--- src/rtl/game_progress_tracker_if.sv ---
// rtl/game_progress_tracker_if.sv - event/status bundle between game logic and the progress tracker
//
// Purpose: groups the game-event inputs and the HUD status outputs of
// game_progress_tracker into one port.
// Ports (slave = tracker side):
//   start, pause, brick_hit, ball_lost : game events / controls into the tracker
//   total_health                       : health total of the level being entered
//   state, health_left, lives_left,
//   level, level_clear, win, lose      : registered status out of the tracker
interface game_progress_tracker_if #(
  parameter int HEALTH_W = 10
);
  logic                start;
  logic                pause;
  logic                brick_hit;
  logic                ball_lost;
  logic [HEALTH_W-1:0] total_health;
  logic [2:0]          state;
  logic [HEALTH_W-1:0] health_left;
  logic [3:0]          lives_left;
  logic [3:0]          level;
  logic                level_clear;
  logic                win;
  logic                lose;

  modport master (
    output start, pause, brick_hit, ball_lost, total_health,
    input  state, health_left, lives_left, level, level_clear, win, lose
  );

  modport slave (
    input  start, pause, brick_hit, ball_lost, total_health,
    output state, health_left, lives_left, level, level_clear, win, lose
  );
endinterface

--- src/rtl/game_progress_tracker.sv ---
// rtl/game_progress_tracker.sv - brick-breaker level/lives/health progress controller
//
// Purpose: counts down brick health per level, tracks lives and level index,
// and sequences IDLE -> PLAY -> CLEAR -> (PLAY | WIN), or PLAY -> LOSE.
// Ports:
//   clk    : clock
//   resetn : synchronous active-low reset
//   bus    : game_progress_tracker_if.slave (events in, registered status out)
module game_progress_tracker #(
  parameter int HEALTH_W     = 10,
  parameter int LEVELS       = 3,
  parameter int LIVES        = 3,
  parameter int CLEAR_CYCLES = 4
) (
  input  logic                   clk,
  input  logic                   resetn,
  game_progress_tracker_if.slave bus
);
  localparam int CNT_W = (CLEAR_CYCLES > 1) ? $clog2(CLEAR_CYCLES) : 1;

  typedef enum logic [2:0] {
    S_IDLE  = 3'd0,
    S_PLAY  = 3'd1,
    S_CLEAR = 3'd2,
    S_WIN   = 3'd3,
    S_LOSE  = 3'd4
  } state_t;

  state_t              state_q, state_d;
  logic [HEALTH_W-1:0] health_q, health_d;
  logic [3:0]          lives_q, lives_d;
  logic [3:0]          level_q, level_d;
  logic [CNT_W-1:0]    cnt_q, cnt_d;
  logic                lc_q, lc_d;
  logic                win_q, win_d;
  logic                lose_q, lose_d;

  always_ff @(posedge clk) begin
    if (!resetn) begin
      state_q  <= S_IDLE;
      health_q <= '0;
      lives_q  <= '0;
      level_q  <= '0;
      cnt_q    <= '0;
      lc_q     <= 1'b0;
      win_q    <= 1'b0;
      lose_q   <= 1'b0;
    end else begin
      state_q  <= state_d;
      health_q <= health_d;
      lives_q  <= lives_d;
      level_q  <= level_d;
      cnt_q    <= cnt_d;
      lc_q     <= lc_d;
      win_q    <= win_d;
      lose_q   <= lose_d;
    end
  end

  always_comb begin
    state_d  = state_q;
    health_d = health_q;
    lives_d  = lives_q;
    level_d  = level_q;
    cnt_d    = cnt_q;
    lc_d     = 1'b0;

    case (state_q)
      S_IDLE, S_WIN, S_LOSE: begin
        if (bus.start) begin
          level_d  = '0;
          lives_d  = 4'(LIVES);
          health_d = bus.total_health;
          cnt_d    = '0;
          if (bus.total_health == '0) begin
            state_d = S_CLEAR;
            lc_d    = 1'b1;
          end else begin
            state_d = S_PLAY;
          end
        end
      end

      S_PLAY: begin
        if (!bus.pause) begin
          // The hit is resolved first; a clearing hit swallows a same-cycle ball loss.
          if (bus.brick_hit && health_q == HEALTH_W'(1)) begin
            health_d = '0;
            state_d  = S_CLEAR;
            lc_d     = 1'b1;
            cnt_d    = '0;
          end else begin
            if (bus.brick_hit && health_q > HEALTH_W'(1))
              health_d = health_q - HEALTH_W'(1);
            if (bus.ball_lost) begin
              if (lives_q > 4'd1) begin
                lives_d = lives_q - 4'd1;
              end else begin
                lives_d = '0;
                state_d = S_LOSE;
              end
            end
          end
        end
      end

      S_CLEAR: begin
        if (cnt_q == CNT_W'(CLEAR_CYCLES - 1)) begin
          cnt_d = '0;
          if (level_q == 4'(LEVELS - 1)) begin
            state_d = S_WIN;
          end else begin
            level_d  = level_q + 4'd1;
            health_d = bus.total_health;
            if (bus.total_health == '0) begin
              // Empty level: go straight through another CLEAR period.
              state_d = S_CLEAR;
              lc_d    = 1'b1;
            end else begin
              state_d = S_PLAY;
            end
          end
        end else begin
          cnt_d = cnt_q + CNT_W'(1);
        end
      end

      default: state_d = S_IDLE;
    endcase

    // Registered from the next state so the flags rise together with state.
    win_d  = (state_d == S_WIN);
    lose_d = (state_d == S_LOSE);
  end

  assign bus.state       = state_q;
  assign bus.health_left = health_q;
  assign bus.lives_left  = lives_q;
  assign bus.level       = level_q;
  assign bus.level_clear = lc_q;
  assign bus.win         = win_q;
  assign bus.lose        = lose_q;
endmodule

--- src/flat_wrapper.sv ---
// flat-port wrapper written by rule: the top's interface ports become plain ports
module game_progress_tracker_flat 
#(
  parameter int HEALTH_W     = 10,
  parameter int LEVELS       = 3,
  parameter int LIVES        = 3,
  parameter int CLEAR_CYCLES = 4
)
  (clk, resetn, bus_start, bus_pause, bus_brick_hit, bus_ball_lost, bus_total_health, bus_state, bus_health_left, bus_lives_left, bus_level, bus_level_clear, bus_win, bus_lose);
  game_progress_tracker_if #(.HEALTH_W(HEALTH_W)) bus_i ();
  input  logic clk;
  input  logic resetn;
  input wire logic [$bits(bus_i.start)-1:0] bus_start;
  input wire logic [$bits(bus_i.pause)-1:0] bus_pause;
  input wire logic [$bits(bus_i.brick_hit)-1:0] bus_brick_hit;
  input wire logic [$bits(bus_i.ball_lost)-1:0] bus_ball_lost;
  input wire logic [$bits(bus_i.total_health)-1:0] bus_total_health;
  output wire logic [$bits(bus_i.state)-1:0] bus_state;
  output wire logic [$bits(bus_i.health_left)-1:0] bus_health_left;
  output wire logic [$bits(bus_i.lives_left)-1:0] bus_lives_left;
  output wire logic [$bits(bus_i.level)-1:0] bus_level;
  output wire logic [$bits(bus_i.level_clear)-1:0] bus_level_clear;
  output wire logic [$bits(bus_i.win)-1:0] bus_win;
  output wire logic [$bits(bus_i.lose)-1:0] bus_lose;
  assign bus_i.start = bus_start;
  assign bus_i.pause = bus_pause;
  assign bus_i.brick_hit = bus_brick_hit;
  assign bus_i.ball_lost = bus_ball_lost;
  assign bus_i.total_health = bus_total_health;
  assign bus_state = bus_i.state;
  assign bus_health_left = bus_i.health_left;
  assign bus_lives_left = bus_i.lives_left;
  assign bus_level = bus_i.level;
  assign bus_level_clear = bus_i.level_clear;
  assign bus_win = bus_i.win;
  assign bus_lose = bus_i.lose;
  game_progress_tracker #(.HEALTH_W(HEALTH_W), .LEVELS(LEVELS), .LIVES(LIVES), .CLEAR_CYCLES(CLEAR_CYCLES)) u_core (.clk(clk), .resetn(resetn), .bus(bus_i));
endmodule
--- config.mk ---
export PLATFORM = sky130hd
export DESIGN_NAME = game_progress_tracker_flat
export DESIGN_NICKNAME = d
export VERILOG_FILES = /design/src/rtl/game_progress_tracker_if.sv /design/src/rtl/game_progress_tracker.sv /design/src/flat_wrapper.sv
export SDC_FILE = /design/constraint.sdc
export NUM_CORES = 1
export LEC_CHECK = 0
export ABC_AREA = 1
export CAP_MARGIN = 30
export CORE_MARGIN = 8
export CORE_UTILIZATION = 35
export DETAILED_ROUTE_END_ITERATION = 12
export HOLD_SLACK_MARGIN = 0.08
export SLEW_MARGIN = 25
export SYNTH_ARGS = -nofsm -noshare
export SYNTH_HDL_FRONTEND = slang
export SYNTH_SLANG_ARGS = --single-unit
--- constraint.sdc ---
create_clock -name clk -period 1.57 [get_ports clk]
set_input_delay 0.471 -clock clk [delete_from_list [all_inputs] [get_ports clk]]
set_output_delay 0.471 -clock clk [all_outputs]
set_load 0.02 [all_outputs]
==> key figures <==
Run status
  • Status: finished, final reports clean

Place
  • Hpwl dp: 4020 um
  • Place WS: -0.400 ns
  • Input/output buffers: 39
  • Gpl congestion: 0.843

STA
  • Hold Fails Final Rpt: 0
  • FMAX: 656 MHz
  • TNS Setup: 0 ns
  • Layout Skew: 0.0164 ns
  • Final worst path period need: 1.52 ns
  • PnR worst setup slack: 0.0459 ns
  • Hold slack final: 0.480 ns
  • Period utilisation layout: 97.1%
  • Count of final setup violators: 0
  • Slew Viols, Final: 0
  • Actual slew at the worst max-slew pin: 0.251 ns
  • Rel. slew slack: 83.2%

Floorplan
  • Initial Util: 35.8%
  • Core area: 5010 sq um
  • Area of the die: 7670 sq um
  • Vert. Die Dim: 87.6 um
  • Number of cell rows: 26
  • Io pins: 40
  • Die X: 87.6 um

Routing
  • DRT Pass-1 Iters: 4
  • Via count of the routed design: 2004
  • Routed WL per cell: 11.9 um
  • Antenna Nets Post-Route: 0
  • Drt drc: 0
  • Initial DRC Count: 88
  • WL final: 5230 um
  • Vias per cell: 4.58

Global routing
  • Met1 Use GR: 16.3%
  • Total grt overflow: 0
  • Tot GR Track Use: 13.8%
  • Initial antenna violation count: 0
  • Pin count of the biggest net entering global routing: 20
  • Met2 usage: 24.7%
  • First-pass GRT wire length: 8510 um
  • Vias in the first global route: 1908
  • GRT busiest layer: met2
  • Routing usage on met3: 2.81%

CTS
  • H-tree level count: 1
  • Skew-Pair Late Insertion Delay: 0.28 ns
  • Clock transition at path regs: 0.09 ns
  • CTS tree: built
  • Clock tree buffer depth: 2
  • CTS Sinks: 26
  • CTS Buf Count: 3
  • Post-CTS Hold Fix Bufs: 0
  • Root buf cell: clkbuf_8

Critical path
  • Setup CP Type: flip-flop to output pin
  • Critical path cell sequence: dlygate4sd2_1
  • RR Startpoint: u_core.bus.health_left[1]
  • Critical Path Source Type: flip-flop
  • R2R cell count: 9
  • CP Capture Type: output pin
  • Max stage delay cell, worst path: dfxtp_1
  • Number of buffers and inverters on the critical path: 1
  • CP Data Required Time: 1.10 ns
  • Top cell family by delay on the critical path: flip-flops
  • Setup slack, reg-to-reg: 0.07 ns
  • Worst r2r dst: u_core.bus.health_left[9]
  • Data arrival, critical path: 1.05 ns
  • Critical Path Fanout Max: 5
  • CP max stage delay: 0.43 ns
  • Levels on crit path: 1

Min path
  • Min-Delay Startpoint: u_core.cnt_q[1]
  • Hold crit path type: flip-flop to flip-flop
  • Worst Hold Path EP: u_core.cnt_q[1]
  • WHS Path Cells: 2

Power and ir drop
  • P_int: 1600 uW
  • Leakage: 0.00143 uW
  • Clk pwr share: 21.8%
  • Net Switching: 1040 uW
  • Pwr Density: 974 nW/um^2
  • Overall Power: 2640 uW
  • Maximum vdd ir drop: 523 uV
  • Switch share: 39.4%
  • Combinational Power Share: 47.7%
  • Flop pwr share: 30.5%

Logic synthesis
  • Syn_nets: 311
  • Number of synthesis warnings: 0
  • Yosys reg bits: 26
  • Post-synthesis sequential area ratio: 29.1%
  • Post-Syn Area: 1790 sq um
  • Cells after Synth: 288
  • Synth cell types: 24
  • Syn avg cell area: 6.22 sq um

Final layout
  • Final Util: 54.1%
  • Ant. Diodes: 0
  • Layout cells sized above 1: 22.3%
  • Synth-to-layout area growth: 51.2%
  • NumNets Final: 392

Flow run
  • Max_cap viols: 0
==> synth_stat cells <==
| cell | number | area, sq um |
|---|---|---|
| nand2_4 | 2 | 22.5 |
| o21ai_0 | 16 | 80.1 |
| nand3_4 | 1 | 17.5 |
| xor2_1 | 5 | 43.8 |
| nand2_1 | 78 | 293 |
| nor2_4 | 1 | 11.3 |
| dfxtp_1 | 26 | 521 |
| inv_1 | 33 | 124 |
| nand3_1 | 23 | 115 |
| o21ai_4 | 1 | 16.3 |
| nor2_1 | 52 | 195 |
| ha_1 | 7 | 87.6 |
| o21ai_2 | 1 | 8.76 |
| nand4_1 | 1 | 6.26 |
| xnor2_1 | 1 | 8.76 |
| inv_2 | 1 | 3.75 |
| nor2_2 | 7 | 43.8 |
| buf_6 | 1 | 11.3 |
| a21oi_1 | 19 | 95.1 |
| nand3b_1 | 1 | 7.51 |
| nand2_2 | 6 | 37.5 |
| nand3_2 | 2 | 20.0 |
| clkbuf_1 | 2 | 7.51 |
| buf_8 | 1 | 15.0 |
==> per-layer routing <==
metal  vias up  part of all wire, %
li1       1072                    -
met4         0                 0.73
met1       886                   46
met3         4                  5.0
met2        42                   49
met5         -                    0
==> power by group through the flow <==
stage	registers [uW]	clock network [uW]	logic, uW
after floorplan	909	0	647
after global placement	821	0	1190
after detailed placement	820	0	1200
after CTS	803	587	1170
after global routing	814	610	1410
final	805	576	1260
==> cell type report <==
| class | count | area, sq um |
|---|---|---|
| clock buffers | 3 | 41.3 |
| clock inverters | 1 | 30.0 |
| fillers | 523 | 2300 |
| inverters | 34 | 128 |
| multi-input cells | 226 | 1200 |
| flip-flops and latches | 26 | 531 |
| well taps | 70 | 87.6 |
| repair buffers | 78 | 688 |
==> cells by family (layout without fill, tap and decap cells) <==
kind of cell             Yosys count  count (layout)  synth area share [%]
AO/OA/AOI/OAI                     37              37                  11.2
XOR/XNOR                           6               6                  2.93
adder cells (fa/ha/maj)            7               7                  4.89
buffers and inverters             38             116                  9.01
flip-flops                        26              26                  29.1
AND/OR/NAND/NOR                  174             176                  42.9
==> registers in the layout, summed over array words and instances (netlist names) <==
| register | count |
|---|---|
| u_core.bus.health_left | 10 |
| u_core.bus.level | 4 |
| u_core.bus.level_clear | 1 |
| u_core.bus.lives_left | 4 |
| u_core.bus.lose | 1 |
| u_core.bus.state | 3 |
| u_core.bus.win | 1 |
| u_core.cnt_q | 2 |
==> worst max-delay path by stage <==
stage	start	slack, ns	end
final	u_core.bus.health_left[6]	0.05	bus_health_left[6]
after global routing	bus_pause	-0.009	u_core.bus.health_left[9]
after CTS	bus_total_health[9]	0.002	u_core.bus.win
after detailed placement	bus_total_health[9]	-0.40	u_core.bus.win
after global placement	bus_total_health[9]	-0.47	u_core.bus.win
after floorplan	u_core.bus.health_left[0]	0.005	u_core.bus.health_left[0]
==> layout by cell type (no fill, tap or decap), drive strengths merged, types with 2 or more instances in the layout <==
cell,Yosys,layout
nand2,86,88
nor2,60,60
buf,2,39
inv,34,34
nand3,26,26
dfxtp,26,26
dlygate4sd2,0,23
a21oi,19,19
o21ai,18,18
clkdlybuf4s50,0,7
dlymetal6s2s,0,7
ha,7,7
xor2,5,5
clkbuf,2,3
clkdlybuf4s15,0,2
==> metrics by stage <==
| step | instances | area, sq um |
|---|---|---|
| 6_report | 438 | 2710 |
| 5_1_grt | 438 | 2710 |
| 4_1_cts | 434 | 2570 |
| 3_5_place_dp | 430 | 2520 |
| 3_3_place_gp | 430 | 2520 |
| 2_1_floorplan | 288 | 1790 |
==> timing repair <==
action	4_1_cts	5_1_grt
pin swaps	1	13
resized for setup	29	30
setup buffers	0	2
cloned	0	2
endpoints found under the setup margin	39	26
(Power assumes the default switching activity.)
